File: src/rtl/mux_n_stream_pkg.sv
// mux_n_stream_pkg: shared mode constants and index-width helper for the N-channel stream mux
package mux_n_stream_pkg;
    localparam logic MODE_FIXED = 1'b0;
    localparam logic MODE_RR    = 1'b1;
    function automatic int clog2(input int n);
        int w;
        w = 0;
        while ((1 << w) < n) w++;
        return w;
    endfunction
endpackage

File: src/rtl/mux_n_stream_rr_arbiter.sv
// rr_arbiter: combinational rotating-priority search starting just after last_grant
module rr_arbiter
    import mux_n_stream_pkg::*;
#(
    parameter int NUM_CH = 4,
    localparam int SEL_W = clog2(NUM_CH)
) (
    input  logic [NUM_CH-1:0] req,
    input  logic [SEL_W-1:0]  last_grant,
    output logic [SEL_W-1:0]  grant,
    output logic              grant_valid
);
    always_comb begin
        int idx;
        grant = '0;
        grant_valid = 1'b0;
        idx = 0;
        // walk from farthest to nearest so the nearest requester is the one left standing
        for (int k = NUM_CH; k >= 1; k--) begin
            idx = int'(last_grant) + k;
            idx = idx >= NUM_CH ? idx - NUM_CH : idx;
            if (req[idx]) begin
                grant = SEL_W'(idx);
                grant_valid = 1'b1;
            end
        end
    end
endmodule

File: src/rtl/mux_n_stream.sv
// mux_n_stream: N-to-1 valid/ready stream mux, fixed or round-robin select, one output register
module mux_n_stream
    import mux_n_stream_pkg::*;
#(
    parameter int WIDTH = 4,
    parameter int NUM_CH = 4,
    localparam int SEL_W = clog2(NUM_CH)
) (
    input  logic                    clk,
    input  logic                    rst,
    input  logic                    mode,
    input  logic [SEL_W-1:0]        sel,
    input  logic [NUM_CH-1:0]       in_valid,
    input  logic [NUM_CH*WIDTH-1:0] in_data,
    output logic [NUM_CH-1:0]       in_ready,
    output logic                    out_valid,
    output logic [WIDTH-1:0]        out_data,
    output logic [SEL_W-1:0]        out_ch,
    input  logic                    out_ready
);
    logic [SEL_W-1:0] last_grant;
    logic [SEL_W-1:0] rr_grant;
    logic             rr_valid;
    logic [SEL_W-1:0] grant;
    logic             grant_valid;
    logic             fixed_valid;
    logic             load_en;
    logic [WIDTH-1:0] grant_data;

    rr_arbiter #(.NUM_CH(NUM_CH)) u_arb (
        .req        (in_valid),
        .last_grant (last_grant),
        .grant      (rr_grant),
        .grant_valid(rr_valid)
    );

    // out-of-range sel shifts the one-hot mask out of the vector, so no grant results
    assign fixed_valid = (int'(sel) < NUM_CH) && |(in_valid & (NUM_CH'(1) << sel));
    assign grant       = mode == MODE_RR ? rr_grant : sel;
    assign grant_valid = mode == MODE_RR ? rr_valid : fixed_valid;
    assign load_en     = !out_valid || out_ready;
    assign in_ready    = (load_en && grant_valid) ? NUM_CH'(1) << grant : '0;
    assign grant_data  = WIDTH'(in_data >> (int'(grant) * WIDTH));

    always_ff @(posedge clk or posedge rst) begin
        if (rst) begin
            out_valid  <= 1'b0;
            out_data   <= '0;
            out_ch     <= '0;
            last_grant <= SEL_W'(NUM_CH - 1);
        end else if (load_en) begin
            out_valid <= grant_valid;
            if (grant_valid) begin
                out_data   <= grant_data;
                out_ch     <= grant;
                last_grant <= grant;
            end
        end
    end
endmodule
File: config.mk
export PLATFORM = sky130hd
export DESIGN_NAME = mux_n_stream
export DESIGN_NICKNAME = d
export VERILOG_FILES = /design/src/rtl/mux_n_stream_pkg.sv /design/src/rtl/mux_n_stream_rr_arbiter.sv /design/src/rtl/mux_n_stream.sv
export SDC_FILE = /design/constraint.sdc
export NUM_CORES = 1
export LEC_CHECK = 0
export ABC_AREA = 1
export CAP_MARGIN = 20
export CORE_ASPECT_RATIO = 1.2
export CORE_UTILIZATION = 40
export DETAILED_ROUTE_END_ITERATION = 8
export GPL_TIMING_DRIVEN = 1
export PLACE_DENSITY = 0.78
export SLEW_MARGIN = 25
export SYNTH_ARGS = -nofsm -noshare
export SYNTH_HDL_FRONTEND = slang
export SYNTH_HIERARCHICAL = 1
export SYNTH_SLANG_ARGS = --single-unit
File: constraint.sdc
create_clock -name clk -period 4.32 [get_ports clk]
set_input_delay 1.296 -clock clk [delete_from_list [all_inputs] [get_ports clk]]
set_output_delay 1.296 -clock clk [all_outputs]
set_load 0.005 [all_outputs]
==> results of run 1 <==
[per-layer routing]
layer	wire length, um	up-vias
met2	1220	32
met3	109	4
met4	30	0
li1	-	546
met1	930	466
met5	0	-
[worst max-delay path: stages]
cell and delay [ns]:
dlygate4sd2_1 0.24, inv_1 0.07, o21ai_2 0.17, nand2_1 0.09
nand2_1 0.07, nand2_1 0.05, nand3_1 0.07, nand2_2 0.07
a21oi_4 0.17, inv_4 0.07, nor3_4 0.19, clkdlybuf4s15_2 0.22
[metrics by stage]
stage	setup TNS (ns)	power, mW	instance area [um^2]	setup slack, ns
3_5_place_dp	-1.05	0.686	1360	-0.298
2_1_floorplan	0	0.513	937	0.745
6_report	0	0.766	1410	0.244
5_1_grt	0	0.847	1410	0.0871
4_1_cts	0	0.770	1410	0.00291
3_3_place_gp	-0.938	0.674	1360	-0.249
[sequential cells by signal, summed over array words and instances, names as in the netlist]
register,count
last_grant,2
out_valid,1
out_ch,2
out_data,4
[cells in the mapped netlist]
library cell / n / area share
inv_1: 17 / 0.068
nand2_1: 84 / 0.34
nand2_4: 1 / 0.012
nand3_1: 5 / 0.027
nor3_2: 4 / 0.043
inv_4: 1 / 0.0067
nand2_2: 13 / 0.087
o21ai_0: 3 / 0.016
nand3_2: 2 / 0.021
buf_6: 3 / 0.036
and2_4: 1 / 0.0093
buf_8: 1 / 0.016
nor2_1: 2 / 0.0080
a21oi_4: 1 / 0.017
dfrtp_1: 7 / 0.19
inv_2: 1 / 0.0040
inv_8: 1 / 0.012
nor2_2: 1 / 0.0067
nor2_4: 1 / 0.012
dfstp_2: 2 / 0.056
o21ai_2: 2 / 0.019
[power by group through the flow]
stage	sequential, mW	combinational, mW	clock (mW)
floorplan	0.151	0.361	0
global placement	0.165	0.509	0
detailed placement	0.167	0.518	0
CTS	0.167	0.536	0.0669
global route	0.171	0.602	0.0737
finish	0.167	0.533	0.0671
[area by class of cell]
cell class	instances	area (um^2)
clock buffer	4	26.3
fill	182	731
tap	30	37.5
inverter	20	85.1
timing repair buffer	47	448
multi-input combinational	120	584
sequential	9	228
[cells by family after synthesis]
logic type      count (synthesis)
buf+inv                        24
flops                           9
compound gates                  6
simple gates                  114
[timing repair]
action / CTS / global route
setup buffers: 1 / 0
gates resized for setup: 11 / 5
pin swaps: 2 / 2
endpoints found under the setup margin: 4 / 4
[worst paths after layout]
path	from	endpoint	slack (ns)	depth (start not counted)
min in group asynchronous	rst	out_data[0]	1.28	2
setup reg to reg	last_grant[0]	out_data[3]	2.17	17
hold reg to reg	out_ch[0]	out_ch[0]	0.50	2
max in group asynchronous	rst	last_grant[1]	2.75	2
hold / removal	out_ch[0]	out_ch[0]	0.50	2
setup / recovery	in_valid[1]	in_ready[1]	0.24	12
==> impl_metrics.ini, run 1 <==
[logic_synthesis]
synth_top_family_by_area = simple AND/OR/NAND/NOR gates
synth-simple-area-share = 0.562
syn_area_per_cell_um2 = 6.13
ys.warnings.count = 6
synth_adder_area_share = 0
ys_ff_latch = 9
synth-xor-area-share = 0
ys_seq_area_frac = 0.243
syn_inst = 153
synth-compound-area-share = 0.0521
synth_area_um2 = 937
synthMuxAreaShare = 0
synth_fp_nets = 179
synthDistinctLibCells = 21

[power]
p_sw_frac = 0.468
seqPwrFrac = 0.217
power_frac_clock = 0.088
ir_drop_mv = 0.385
p_int_uw = 408
leakage_nw = 0.792
combPwrFrac = 0.695
p_sw_uw = 359
powerDensity_nw_per_um2 = 544

[sta]
relSlewSlack = 0.767
fmax_mhz = 245
rsz0062_at_grt = false
setup_viol = 0
slew_violations = 0
min_period_over_period = 0.943
whs_ns = 0.496
period_needed_ns = 4.08
finalHoldViolations = 0
worst_slew_pin_slew_ns = 0.348
clock_skew_ns = 0.00857

[final_layout]
nNetsFinal = 227
insertedDiodeCount = 0
area_growth_pct = 50.3
layout_common_cells = nand2_1 (83), clkdlybuf4s50_1 (28), inv_1 (17)
final_common_cell = nand2_1
final_util = 0.658
layout-drive-gt1-share = 0.240
final_cells = 230

[global_route]
grt_pass1_vias = 984
use_met2 = 0.406
grt_first_pass_wirelength_mm = 3.83
grtUsageTotal = 0.211
grt_max_degree = 11
grt_use_met1 = 0.221
grt_overflow = 0
grt.busiest_layer = met2
antenna_found_initial = 0
grt_use_met3 = 0.0390

[floorplan]
die_area_um2 = 2540
row_count = 18
die_w_um = 46.2
start_util = 0.438
num_io_pins = 37
core_area_um2 = 2140
floorplan.die.height_um = 55.0

[drt]
vias_per_cell = 4.56
via_count = 1048
wirelength_mm = 2.29
drc = 0
firstDrtPassIters = 4
wl_per_cell_um = 9.94
drt-initial-drc-count = 16
antenna_left = 0

[placed_design]
io_buffer_count = 36
place.gp.congestion = 0.939
dp_hpwl_mm = 1.85
dp.cells = 225

[cts]
ctsHoldBuffers = 0
cts_buffers = 3
cts_root_buf = clkbuf_4
clkLatencyLatePin_ns = 0.27
htreeDepth = 1
cts_tree = yes
clk_path_buf_depth = 2
cts_num_sinks = 9
clk_pin_slew_ns = 0.06

[worst_setup_path]
worstPathArrival_ns = 2.78
critPathKind = primary input to primary output
worstPathMaxFanout = 3
critPathLaunchType = primary input
cp.required_ns = 3.02
end_kind = primary output

[min_path]
holdCritPathClass = flop to flop

[outcome]
status = complete, no violations

[job]
drv_cap = 0
No activity file was read; power rests on OpenSTA's default activity.
==> run 2, diff against run 1 <==
--- a/config.mk
+++ b/config.mk
@@ -8,6 +8,7 @@
 export ABC_AREA = 1
 export CAP_MARGIN = 20
 export CORE_ASPECT_RATIO = 1.2
+export CORE_MARGIN = 2
 export CORE_UTILIZATION = 40
 export DETAILED_ROUTE_END_ITERATION = 8
 export GPL_TIMING_DRIVEN = 1
==> run 2 against run 1 <==
  * Combinational power grew 2%
  * Global-route usage is 0.72 points lower
  * Worst setup slack better by 0.14 ns
  * Largest cell class unchanged
  * Critical endpoint unchanged
==> impl_metrics.ini, run 2 (same netlist as run 1, synthesis figures left out) <==
[outcome]
status = complete, no violations

[final_layout]
fillers = 204
area_growth_pct = 50.2
layout-drive-gt1-share = 0.250
nNetsFinal = 227
final_cells = 231
final_common_cell = nand2_1
regMostFlops = out_data
insertedDiodeCount = 0
layout_common_cells = nand2_1 (84), clkdlybuf4s50_1 (28), inv_1 (17)
largest_register_ffs = 4
reg.largest.list = out_data x4, last_grant x2, out_ch x2

[sta]
worst_slew_pin_slew_ns = 0.331
setup_viol = 0
relSlewSlack = 0.779
period_needed_ns = 3.94
rsz0062_at_grt = false
slew_violations = 0
min_period_over_period = 0.911
tns_ns = 0
finalHoldViolations = 0
setup_slack_ns = 0.383
whs_ns = 0.491
clock_skew_ns = 0.00241
fmax_mhz = 254

[drt]
via_count = 1052
antenna_left = 0
drc = 0
firstDrtPassIters = 4
wl_per_cell_um = 10.4
drt-initial-drc-count = 24
wirelength_mm = 2.39
vias_per_cell = 4.55

[global_route]
grt_first_pass_wirelength_mm = 4.13
grt.busiest_layer = met2
grt_pass1_vias = 1037
grtUsageTotal = 0.204
antenna_found_initial = 0
grt_max_degree = 15
use_met2 = 0.355
grt_overflow = 0
grt_use_met1 = 0.240
grt_use_met3 = 0.0253

[min_path]
min_to = out_ch[1]
whs_path_depth = 2
holdCritPathClass = flop to flop
hp-start = out_ch[1]

[power]
p_int_uw = 406
seqPwrFrac = 0.216
ir_drop_mv = 0.366
leakage_nw = 0.804
p_total_uw = 777
p_sw_uw = 370
p_sw_frac = 0.477
power_frac_clock = 0.088
powerDensity_nw_per_um2 = 552
combPwrFrac = 0.697

[placed_design]
dp.cells = 225
place.gp.congestion = 0.864
dp_slack_ns = -0.275
dp_hpwl_mm = 1.89
io_buffer_count = 36

[worst_setup_path]
path_delay_family = buffers and inverters
slowest_stage = dlymetal6s2s_1
critPathKind = primary input to primary output
end_kind = primary output
crit_chain = dlymetal6s2s_1 > inv_1 > o21ai_2 > buf_4 > buf_4 > buf_4 > nor2_1 > nand2_1 > nand2_1 > nand3_2 > nand2_4 > nor3_2 > buf_2
cp.required_ns = 3.02
worstPathMaxFanout = 5
worstPathArrival_ns = 2.64
reg2reg_from = last_grant[0]
crit_buf_inv = 6
ff2ff_setup_slack_ns = 2.15
crit_top_cell = buf_4
critPathLaunchType = primary input
r2r-end = out_data[3]
critPathMaxStageDelay_ns = 0.14
rr_worst_depth = 13

[floorplan]
die_w_um = 48.2
die_area_um2 = 2750
floorplan.die.height_um = 57.0
num_io_pins = 37
core_area_um2 = 2260
start_util = 0.415
row_count = 19

[cts]
cts_tree = yes
htreeDepth = 1
cts_num_sinks = 9
clkLatencyLatePin_ns = 0.27
clk_pin_slew_ns = 0.06
cts_root_buf = clkbuf_4
clk_path_buf_depth = 2
cts_buffers = 3

[job]
drv_cap = 0
[run 2: metrics by stage]
stage / area [um^2] / utilization
3_3_place_gp: 1360 / 0.600
5_1_grt: 1410 / 0.623
6_report: 1410 / 0.623
4_1_cts: 1390 / 0.616
2_1_floorplan: 937 / -
3_5_place_dp: 1360 / 0.600
[run 2: repair_timing]
action                                  in CTS  in global routing
hold buffers                                 0                  0
setup buffers                                1                  1
gates resized for setup                      8                 14
endpoints found under the setup margin       4                  4
pin swaps                                    0                  6
[run 2: worst max-delay path by stage]
stage	startpoint	endpoint	slack, ns	depth (start not counted)
after floorplan	in_valid[1]	in_ready[0]	0.74	10
after global placement	in_valid[1]	in_ready[1]	-0.24	12
after detailed placement	in_valid[1]	in_ready[3]	-0.27	14
after CTS	in_valid[1]	in_ready[3]	0.008	14
after global routing	in_valid[1]	in_ready[1]	0.26	14
final	in_valid[1]	in_ready[1]	0.38	13
[run 2: routing by layer]
layer | vias to the layer above | routed length (um)
li1 | 548 | -
met1 | 461 | 965
met2 | 39 | 1260
met3 | 4 | 140
met4 | 0 | 28
met5 | - | 0
[run 2: layout make-up]
type,count,area (um^2),area share
Multi-Input combinational cell,120,593,0.421
Timing Repair Buffer,47,437,0.310
Sequential cell,9,228,0.162
Inverter,20,85.1,0.0604
Tap cell,31,38.8,0.0276
Clock buffer,4,26.3,0.0187
[run 2: power groups by stage]
stage	clock network (mW)	logic, mW	registers [mW]
floorplan	0	0.361	0.151
global placement	0	0.507	0.166
detailed placement	0	0.520	0.167
CTS	0.0702	0.529	0.167
global route	0.0728	0.609	0.173
finish	0.0680	0.541	0.167
[run 2: worst register-to-register path, cell delays in order, from the launching register on]
cell     delay [ns]
dfstp_2        0.67
o21ai_2        0.10
buf_4          0.13
buf_4          0.12
buf_4          0.12
nor2_1         0.11
nand2_1        0.07
nand2_1        0.08
nand3_2        0.10
nand2_4        0.13
buf_4          0.21
inv_1          0.10
nand2_1        0.07
nand2_1        0.05
==> run 3, diff against run 2 <==
--- a/config.mk
+++ b/config.mk
@@ -13,6 +13,7 @@
 export DETAILED_ROUTE_END_ITERATION = 8
 export GPL_TIMING_DRIVEN = 1
 export PLACE_DENSITY = 0.78
+export RECOVER_POWER = 25
 export SLEW_MARGIN = 25
 export SYNTH_ARGS = -nofsm -noshare
 export SYNTH_HDL_FRONTEND = slang
==> run 3 against run 2 <==
  * Largest cell class unchanged
  * Flip-flop and latch count stayed put
  * Register-to-register slack is essentially flat
  * Worst setup slack unchanged
  * Critical endpoint unchanged
  * Largest power group unchanged
  * Wire length unchanged
  * Die area unchanged
==> impl_metrics.ini, run 3 (same netlist as run 1, synthesis figures left out) <==
[outcome]
status = complete, no violations

[sta]
clock_skew_ns = 0.00241
rsz0062_at_grt = false
relSlewSlack = 0.779
fmax_mhz = 254
setup_slack_ns = 0.383
period_needed_ns = 3.94
min_period_over_period = 0.911
slew_violations = 0
worst_slew_pin_slew_ns = 0.331
finalHoldViolations = 0
whs_ns = 0.491
setup_viol = 0
tns_ns = 0

[final_layout]
layout-drive-gt1-share = 0.250
insertedDiodeCount = 0
reg.largest.list = out_data x4, last_grant x2, out_ch x2
nNetsFinal = 227
final_common_cell = nand2_1
layout_common_cells = nand2_1 (84), clkdlybuf4s50_1 (27), inv_1 (17)
largest_register_ffs = 4
seq_area_um2 = 228
area_growth_pct = 50.2
fillers = 204
regMostFlops = out_data
multiInputGateArea_um2 = 593
final_util = 0.623

[global_route]
grt_first_pass_wirelength_mm = 4.13
antenna_found_initial = 0
grt_pass1_vias = 1037
grt_overflow = 0
grtUsageTotal = 0.204
grt_max_degree = 15

[power]
combPwrFrac = 0.697
power_frac_clock = 0.088
p_int_uw = 406
p_sw_frac = 0.477
powerDensity_nw_per_um2 = 552
seqPwrFrac = 0.216
leakage_nw = 0.804
p_sw_uw = 370
ir_drop_mv = 0.365

[cts]
cts_tree = yes
cts_buffers = 3
clk_path_buf_depth = 2
clk_pin_slew_ns = 0.06
clkLatencyLatePin_ns = 0.27
cts_root_buf = clkbuf_4
htreeDepth = 1
cts_num_sinks = 9
ctsHoldBuffers = 0

[drt]
drt-initial-drc-count = 24
wl_per_cell_um = 10.4
vias_per_cell = 4.55
drc = 0
wirelength_mm = 2.39
firstDrtPassIters = 4
antenna_left = 0
via_count = 1052

[floorplan]
core_area_um2 = 2260
row_count = 19
start_util = 0.415
num_io_pins = 37
floorplan.die.height_um = 57.0
die_w_um = 48.2
die_area_um2 = 2750

[worst_setup_path]
cp.required_ns = 3.02
ff2ff_setup_slack_ns = 2.15
worstPathArrival_ns = 2.64
worstPathMaxFanout = 5
critPathLaunchType = primary input
end_kind = primary output
rr_worst_depth = 13
critPathKind = primary input to primary output

[job]
drv_cap = 0

[placed_design]
dp_hpwl_mm = 1.89
dp_slack_ns = -0.275
io_buffer_count = 36
place.gp.congestion = 0.864

[min_path]
whs_path_depth = 2
holdCritPathClass = flop to flop
run 3: changes by cell type in the layout (fill, tap and decap cells not counted), sizes merged:
| cell | before | now |
|---|---|---|
| clkdlybuf4s50 | 28 | 27 |
| dlygate4sd3 | 0 | 1 |
run 3: final timing paths:
path | to | start
worst max-delay path | in_ready[1] | in_valid[1]
worst min-delay path | out_ch[1] | out_ch[1]
worst max register to register | out_data[3] | last_grant[0]
worst min register to register | out_ch[1] | out_ch[1]
max in group asynchronous | last_grant[0] | rst
min in group asynchronous | out_data[0] | rst
run 3: what timing repair did:
item / 4_1_cts / 5_1_grt
endpoints found under the setup margin: 4 / 4
pin swaps: 0 / 6
buffers inserted: 1 / 1
gates resized for setup: 8 / 14
run 3: critical path: stages:
cell	delay, ns
dlymetal6s2s_1	0.14
inv_1	0.09
o21ai_2	0.08
buf_4	0.13
buf_4	0.12
buf_4	0.12
nor2_1	0.11
nand2_1	0.07
nand2_1	0.08
nand3_2	0.10
nand2_4	0.13
nor3_2	0.05
buf_2	0.13
run 3: power by group through the flow:
| stage | Clock, mW | Combinational [mW] | Sequential, mW |
|---|---|---|---|
| 6_report | 0.0680 | 0.541 | 0.167 |
| 3_5_place_dp | 0 | 0.520 | 0.167 |
| 4_1_cts | 0.0702 | 0.529 | 0.167 |
| 3_3_place_gp | 0 | 0.507 | 0.166 |
| 2_1_floorplan | 0 | 0.361 | 0.151 |
| 5_1_grt | 0.0728 | 0.608 | 0.173 |
run 3: layer usage:
metal  vias up  share of wire  wire length (um)  track usage
li1        548              -                 -            -
met1       461           0.40               965        0.240
met2        39           0.53              1260        0.355
met3         4          0.059               140       0.0253
met4         0          0.012                28       0.0772
met5         -              0                 0            0
run 3: cell type report:
type / count / area share
Clock buffer: 4 / 0.0187
Inverter: 20 / 0.0604
Tap cell: 31 / 0.0276
Multi-Input combinational cell: 120 / 0.421
Sequential cell: 9 / 0.162
Timing Repair Buffer: 47 / 0.310
run 3: stage by stage:
step           instances  power [mW]  area [um^2]
6_report             231       0.777         1410
4_1_cts              230       0.766         1390
3_5_place_dp         225       0.688         1360
5_1_grt              231       0.855         1410
2_1_floorplan        153       0.513          937
3_3_place_gp         225       0.673         1360
